===== src/rtl/pia_6821.sv =====
// pia_6821: two-port peripheral interface adapter, 6821-style register model.
// Each port (A/B) is an identical pia_port instance; the only difference is
// what fires the C2 strobe (read of ORA for port A, write of ORB for port B).

module pia_port #(
    parameter bit HS_ON_WRITE = 1'b0
) (
    input  logic       clk,
    input  logic       rst,
    input  logic       cs,
    input  logic       rw,
    input  logic       sel,
    input  logic       rs,
    input  logic [7:0] data_in,
    input  logic [7:0] p_i,
    input  logic       c1,
    input  logic       c2_i,
    output logic [7:0] rd_data,
    output logic [7:0] p_o,
    output logic [7:0] p_oe,
    output logic       irq,
    output logic       c2_o,
    output logic       c2_oe
);

    logic [7:0] or_r;
    logic [7:0] ddr_r;
    logic [5:0] cr_r;
    logic       irq1;
    logic       irq2;
    logic       c1_d;
    logic       c2_d;
    logic       c2_hs;

    logic or_sel;
    logic ddr_sel;
    logic cr_sel;
    logic wr;
    logic rd;
    logic c1_edge;
    logic c2_edge;
    logic flag_clr;
    logic strobe_mode;
    logic trig;

    // Register decode: the data slot maps to OR or DDR depending on CR[2].
    assign or_sel   = sel & ~rs & cr_r[2];
    assign ddr_sel  = sel & ~rs & ~cr_r[2];
    assign cr_sel   = sel & rs;
    assign wr       = cs & ~rw;
    assign rd       = cs & rw;
    assign flag_clr = rd & or_sel;

    // Edge polarity selected by CR[1] for C1 and CR[4] for C2.
    assign c1_edge = cr_r[1] ? (~c1_d & c1) : (c1_d & ~c1);
    assign c2_edge = cr_r[4] ? (~c2_d & c2_i) : (c2_d & ~c2_i);

    // Handshake/pulse modes: C2 is an output with CR[4]=0.
    assign strobe_mode = cr_r[5] & ~cr_r[4];
    assign trig        = HS_ON_WRITE ? (wr & or_sel) : (rd & or_sel);

    // Host-writable registers; CR writes only reach bits [5:0].
    always_ff @(posedge clk or posedge rst) begin
        if (rst) begin
            or_r  <= 8'h00;
            ddr_r <= 8'h00;
            cr_r  <= 6'h00;
        end else if (wr) begin
            if (or_sel)  or_r  <= data_in;
            if (ddr_sel) ddr_r <= data_in;
            if (cr_sel)  cr_r  <= data_in[5:0];
        end
    end

    // Edge history and interrupt flags; a same-cycle set beats a read-clear.
    always_ff @(posedge clk or posedge rst) begin
        if (rst) begin
            c1_d <= 1'b0;
            c2_d <= 1'b0;
            irq1 <= 1'b0;
            irq2 <= 1'b0;
        end else begin
            c1_d <= c1;
            c2_d <= c2_i;
            if (c1_edge)       irq1 <= 1'b1;
            else if (flag_clr) irq1 <= 1'b0;
            if (cr_r[5])       irq2 <= 1'b0;
            else if (c2_edge)  irq2 <= 1'b1;
            else if (flag_clr) irq2 <= 1'b0;
        end
    end

    // C2 strobe state: low on trigger, back high after one clk (pulse) or on C1 edge (handshake).
    always_ff @(posedge clk or posedge rst) begin
        if (rst) begin
            c2_hs <= 1'b1;
        end else if (!strobe_mode) begin
            c2_hs <= 1'b1;
        end else if (trig) begin
            c2_hs <= 1'b0;
        end else if (cr_r[3]) begin
            c2_hs <= 1'b1;
        end else if (c1_edge) begin
            c2_hs <= 1'b1;
        end
    end

    // Read mux for this port's two address slots.
    always_comb begin
        rd_data = ddr_r;
        if (rs)
            rd_data = {irq1, irq2, cr_r};
        else if (cr_r[2])
            rd_data = (or_r & ddr_r) | (p_i & ~ddr_r);
    end

    // C2 pin drive: input mode floats high, manual follows CR[3], else strobe state.
    always_comb begin
        c2_oe = cr_r[5];
        c2_o  = 1'b1;
        if (cr_r[5])
            c2_o = cr_r[4] ? cr_r[3] : c2_hs;
    end

    assign p_o  = or_r;
    assign p_oe = ddr_r;
    assign irq  = (irq1 & cr_r[0]) | (irq2 & cr_r[3] & ~cr_r[5]);

endmodule

module pia_6821 (
    input  logic       clk,
    input  logic       rst,
    input  logic       cs,
    input  logic       rw,
    input  logic [1:0] addr,
    input  logic [7:0] data_in,
    output logic [7:0] data_out,
    output logic       irqa,
    output logic       irqb,
    input  logic [7:0] pa_i,
    output logic [7:0] pa_o,
    output logic [7:0] pa_oe,
    input  logic       ca1,
    input  logic       ca2_i,
    output logic       ca2_o,
    output logic       ca2_oe,
    input  logic [7:0] pb_i,
    output logic [7:0] pb_o,
    output logic [7:0] pb_oe,
    input  logic       cb1,
    input  logic       cb2_i,
    output logic       cb2_o,
    output logic       cb2_oe
);

    logic [1:0][7:0] p_i;
    logic [1:0][7:0] p_o;
    logic [1:0][7:0] p_oe;
    logic [1:0][7:0] rd_data;
    logic [1:0]      c1;
    logic [1:0]      c2_i;
    logic [1:0]      c2_o;
    logic [1:0]      c2_oe;
    logic [1:0]      irq;

    assign p_i  = {pb_i, pa_i};
    assign c1   = {cb1, ca1};
    assign c2_i = {cb2_i, ca2_i};

    // Port 0 = A (strobe on ORA read), port 1 = B (strobe on ORB write).
    genvar g;
    generate
        for (g = 0; g < 2; g++) begin : g_port
            pia_port #(
                .HS_ON_WRITE(g == 1)
            ) u_port (
                .clk     (clk),
                .rst     (rst),
                .cs      (cs),
                .rw      (rw),
                .sel     (addr[1] == 1'(g)),
                .rs      (addr[0]),
                .data_in (data_in),
                .p_i     (p_i[g]),
                .c1      (c1[g]),
                .c2_i    (c2_i[g]),
                .rd_data (rd_data[g]),
                .p_o     (p_o[g]),
                .p_oe    (p_oe[g]),
                .irq     (irq[g]),
                .c2_o    (c2_o[g]),
                .c2_oe   (c2_oe[g])
            );
        end
    endgenerate

    assign data_out = rd_data[addr[1]];
    assign irqa     = irq[0];
    assign irqb     = irq[1];
    assign pa_o     = p_o[0];
    assign pa_oe    = p_oe[0];
    assign pb_o     = p_o[1];
    assign pb_oe    = p_oe[1];
    assign ca2_o    = c2_o[0];
    assign ca2_oe   = c2_oe[0];
    assign cb2_o    = c2_o[1];
    assign cb2_oe   = c2_oe[1];

endmodule


===== config.mk =====
export PLATFORM = sky130hd
export DESIGN_NAME = pia_6821
export DESIGN_NICKNAME = d
export VERILOG_FILES = /design/src/rtl/pia_6821.sv
export SDC_FILE = /design/constraint.sdc
export NUM_CORES = 1
export LEC_CHECK = 0
export ABC_CLOCK_PERIOD_IN_PS = 1630
export CAP_MARGIN = 20
export CORE_MARGIN = 4
export CORE_UTILIZATION = 23
export DETAILED_ROUTE_END_ITERATION = 8
export PLACE_DENSITY = 0.57
export SLEW_MARGIN = 20
export SYNTH_ARGS = -nofsm -noshare
export SYNTH_HDL_FRONTEND = slang
export SYNTH_HIERARCHICAL = 1
export SYNTH_SLANG_ARGS = --single-unit

===== constraint.sdc =====
create_clock -name clk -period 1.63 [get_ports clk]
set_input_delay 0.326 -clock clk [delete_from_list [all_inputs] [get_ports clk]]
set_output_delay 0.326 -clock clk [all_outputs]
set_load 0.03 [all_outputs]

Word level (Yosys, flattened, before mapping)
Index checks and enable logic that the tools add are counted.
{"block": "word_totals", "reg_bits": 54, "input_bits": 34, "out_inout_bits": 46, "word_cells": 115}
{"block": "classes", "order_cmp": 1, "eq_ne": 2, "muxes": 30, "bitwise": 56, "n_reduce_logical": 10}
{"op": "8-bit two-way mux", "n": 6}
{"op": "8-bit AND", "n": 4}
{"op": "1-bit AND", "n": 29}
{"op": "1-bit two-way mux", "n": 24}
{"op": "1-bit NOT", "n": 17}
{"op": "8-bit NOT", "n": 2}
{"op": "8-bit OR", "n": 2}
{"op": "2-bit AND reduction", "n": 6}
{"op": "3-bit nonzero test", "n": 2}
{"op": "4-bit by 1-bit inequality test with 1-bit output (second input constant)", "n": 1}
{"op": "4-bit by 2-bit inequality test with 1-bit output (second input constant)", "n": 1}
{"op": "2-bit nonzero test", "n": 2}
{"op": "1-bit by 2-bit less-than comparator with 1-bit output (second input constant)", "n": 1}
{"op": "1-bit OR", "n": 2}

Depth between registers and ports, before layout
{"block": "depth", "depth_word": 7, "depth_mapped": 5, "mapped_depth_nobuf": 4}

Cells and area by module
The synthesis kept the hierarchy.
{"module": "pia_port at g_port[0].u_port", "n_inst": 1, "cells_each": 112, "area_per_inst_um2": 1290.0, "seq_area_each_um2": 676.9}
{"module": "pia_port at g_port[1].u_port", "n_inst": 1, "cells_each": 109, "area_per_inst_um2": 1283.7, "seq_area_each_um2": 676.9}
{"module": "pia_6821", "n_inst": 1, "cells_each": 10, "area_per_inst_um2": 135.1, "seq_area_each_um2": 0.0}

Least setup slack after synthesis
No wires, ideal clock.
{"block": "synth_timing", "path_type": "reg-to-output", "start": "register g_port[0].u_port.cr_r[5]", "end": "output port irqa", "arrival_time_ns": 1.418, "required_ns": 1.304, "slack_ns": -0.114, "path_stages_with_launch": 3, "path_buffers": 0, "path_cell_list": "dfrtp_1 > nand2b_1 > o21ai_0"}
{"block": "synth_between", "elab_chain_len": 3}
{"element": "start, declared", "line_no": "28", "source": "logic [5:0] cr_r;"}
{"element": "start signal, assigned", "line_no": "71", "source": "if (cr_sel) cr_r <= data_in[5:0];"}
{"element": "1-bit NOT", "line_no": "127", "source": "assign irq = (irq1 & cr_r[0]) | (irq2 & cr_r[3] & ~cr_r[5]);"}
{"element": "1-bit AND", "line_no": "127"}
{"element": "1-bit OR", "line_no": "127"}
{"element": "end, declared", "line_no": "139", "source": "output logic irqa,"}
No other way between the ends.

==> run metrics <==
status finished with violations; failing checks setup timing; crit path cell chain inv_2, buf_6, nor3b_1, o31ai_1, mux2_4, buf_6; Cell Pwr Density 1290 nW/um^2; footprint of the multi-input gates between 1000 and 1500 um^2; I/O Pins 80; clock buffer count from CTS 5; CP required 1.30 ns; PortBufs 79; post-detail-place hpwl ~6400 um; die width about 120 um; starting density of the core 0.236; post-synthesis cell type count 30; Mapped Area 2710 um^2; Routed Antenna Nets 0; Synth Net Count 265; Buf/Inv on CP 3; DRT iter0 DRCs 83; register area 1360 um^2; Detailed Route WL between 8000 and 9000 um; Overflow after GRT 0; Ys Warns 6; RSZ-0062 raised after global routing true; Global Route Usage Sum 0.125; GP Congestion 0.755; Syn Inst Count roughly 230; R2R cell count 6; total leakage power between 1.5 and 2 nW; FF-to-FF End g_port[0].u_port/p_o[3]; Fill cells 1144; Crit path largest cell delay between 0.4 and 0.5 ns; FF-to-FF setup slack about 0.03 ns; Hold Crit Class input port to async pin; RR Startpoint g_port[0].u_port/cr_r[2]; ys async rst share 1.00; CP arrival 1.64 ns; pre-CTS WS -0.774 ns; Critical Path Start Type flop; Synth Area per Inst 11.7 um^2; Vias 2256; die area 13600 um^2; clock tree buffer depth 2; largest net degree at the start of global routing 28; #FFs+latches synth 54; Max-Cap Viols 0; register area share after synthesis 0.500; Area Overhead vs Synth 59.0%; skew final 0.00283 ns; minimum clock period 1.97 ns; # rows 39; DP Area 3890 um^2; Die Y-Extent roughly 120 um; worst skew pair latency roughly 0.28 ns; Total Power 0.00557 W; CP max stage cell dfrtp_2; nets 382; Top cell by count, worst path buf_6; fin worst setup slack -0.336 ns; final hold violation count 0; initial antenna violation count 0; layout cell share with drive strength beyond 1 0.456; CTS HTree Levels 2; root buf cell clkbuf_16; Core Box Area 11500 um^2; vias in the first global route 2372; Critical Path End Type output pin; final worst-path cycle share 1.21; Setup crit end data_out[0]; Worst path depth 6; Max Fclk 509 MHz; global-route wire length before repair 12900 um; CP delay by family, top flip-flops; Synth Flop Type dfrtp_1; design area 4310 um^2; Final Util 0.376; CP startpoint g_port[1].u_port/cr_r[2]; final setup vio count 8; crit path kind flop to output pin; drt pass-1 iters 4; pins over their slew limit 0; Tightest Pin Transition 0.367 ns; Final TNS setup -2.41 ns; Worst-path clk slew roughly 0.07 ns; mean number of vias per cell 4.59; DRC errors left 0; clk sink count 54; Critical Path Fanout Max 7; Slew headroom 0.755; Routed wire per std cell 17.3 um; EDFF count, synth 0; Ant. Diodes 0; VDD IR max 610 uV; CTS tree yes
sequential cells by signal (all words and copies together) (netlist names):
| signal | cells |
|---|---|
| g_port.u_port/c1_d | 2 |
| g_port.u_port/p_oe | 16 |
| g_port.u_port/irq2 | 2 |
| g_port.u_port/c2_d | 2 |
| g_port.u_port/p_o | 16 |
| g_port.u_port/cr_r | 12 |
| g_port.u_port/c2_hs | 2 |
| g_port.u_port/irq1 | 2 |
cell usage after synthesis (2+ instances only):
library cell  instances  share of area
o31ai_1              14          0.039
inv_2                 2         0.0028
mux2_2               44           0.18
o22ai_1               3         0.0069
nor2_1                7         0.0097
a21oi_1              21          0.039
o21ai_0               3         0.0055
mux2_4                8          0.044
nor3b_1              13          0.036
inv_1                 9          0.012
clkbuf_1              4         0.0055
mux2i_1               2         0.0074
nor4b_1               2         0.0065
nor4_4                2          0.016
and3b_1               4          0.013
dfstp_2               2          0.019
buf_2                 2         0.0037
dfrtp_1              52           0.48
nand2_1              26          0.036
cells by family (layout without fill, tap and decap cells):
kind of cell,count (synthesis),count (layout),synth area share
and+or+nand+nor,60,60,0.133
buffers and inverters,18,136,0.0286
DFF,54,54,0.500
AOI/OAI and AO/OA,45,45,0.103
muxes,54,54,0.235
placed cells by master (no fill, tap or decap), types with 3 or more instances in the layout:
| cell | count |
|---|---|
| nor3b_1 | 3 |
| dfrtp_2 | 5 |
| inv_1 | 9 |
| buf_4 | 32 |
| nor3b_2 | 9 |
| a21oi_2 | 7 |
| mux2_2 | 37 |
| o31ai_1 | 3 |
| nand2_1 | 24 |
| clkdlybuf4s50_1 | 29 |
| mux2_4 | 15 |
| dfrtp_1 | 47 |
| o31ai_2 | 11 |
| buf_12 | 3 |
| clkbuf_16 | 5 |
| nor2_1 | 6 |
| buf_6 | 15 |
| and3b_1 | 4 |
| a21oi_1 | 12 |
| dlygate4sd2_1 | 35 |
tightest hold or removal path: cells and delay by family:
kind                   cells  cell delay [ns]
buffers and inverters      3             0.80
cell type report:
cell class / count / share of cell area
well taps: 143 / 0.0415
inverters: 11 / 0.00959
multi-input cells: 159 / 0.345
repair buffers: 117 / 0.254
clock inverters: 1 / 0.00116
flip-flops and latches: 54 / 0.316
clock buffers: 7 / 0.0331
timing repair:
action                                 4_1_cts  5_1_grt
setup endpoints to repair                   90       17
pin swaps                                   10        6
endpoints found under the hold margin        0        0
hold buffers                                 0        0
setup buffers                                2        3
resized for setup                           90       29
metrics by stage:
stage               std cells  hold slack, ns
finish                    492           0.443
global route              492           0.481
CTS                       489           0.453
global placement          481           0.512
detailed placement        481           0.520
floorplan                 231           0.357
worst min path at each step:
stage / startpoint / slack (ns) / cells past startpoint / to
6_report: rst / 0.44 / 3 / g_port[1].u_port/cr_r[0]
2_1_floorplan: ca1 / 0.36 / 0 / g_port[0].u_port/c1_d
3_5_place_dp: g_port[0].u_port/p_o[1] / 0.52 / 1 / g_port[0].u_port/p_o[1]
4_1_cts: rst / 0.45 / 3 / g_port[0].u_port/p_o[0]
5_1_grt: rst / 0.48 / 3 / g_port[0].u_port/p_oe[0]
3_3_place_gp: g_port[1].u_port/irq1 / 0.51 / 1 / g_port[1].u_port/irq1
power breakdown:
part           total (W)  internal [W]  switching [W]
Combinational    0.00249       0.00116        0.00133
Clock            0.00107      0.000610       0.000462
Sequential       0.00200       0.00166       0.000341
metal layers:
layer / routed length [um] / track usage / part of all wire
met1: 4160 / 0.181 / 0.49
met2: 3920 / 0.190 / 0.46
met3: 389 / 0.0259 / 0.046
met4: 54 / 0.0278 / 0.0063
met5: 0 / 0 / 0
Note: power is estimated with default switching activity, not from simulation.
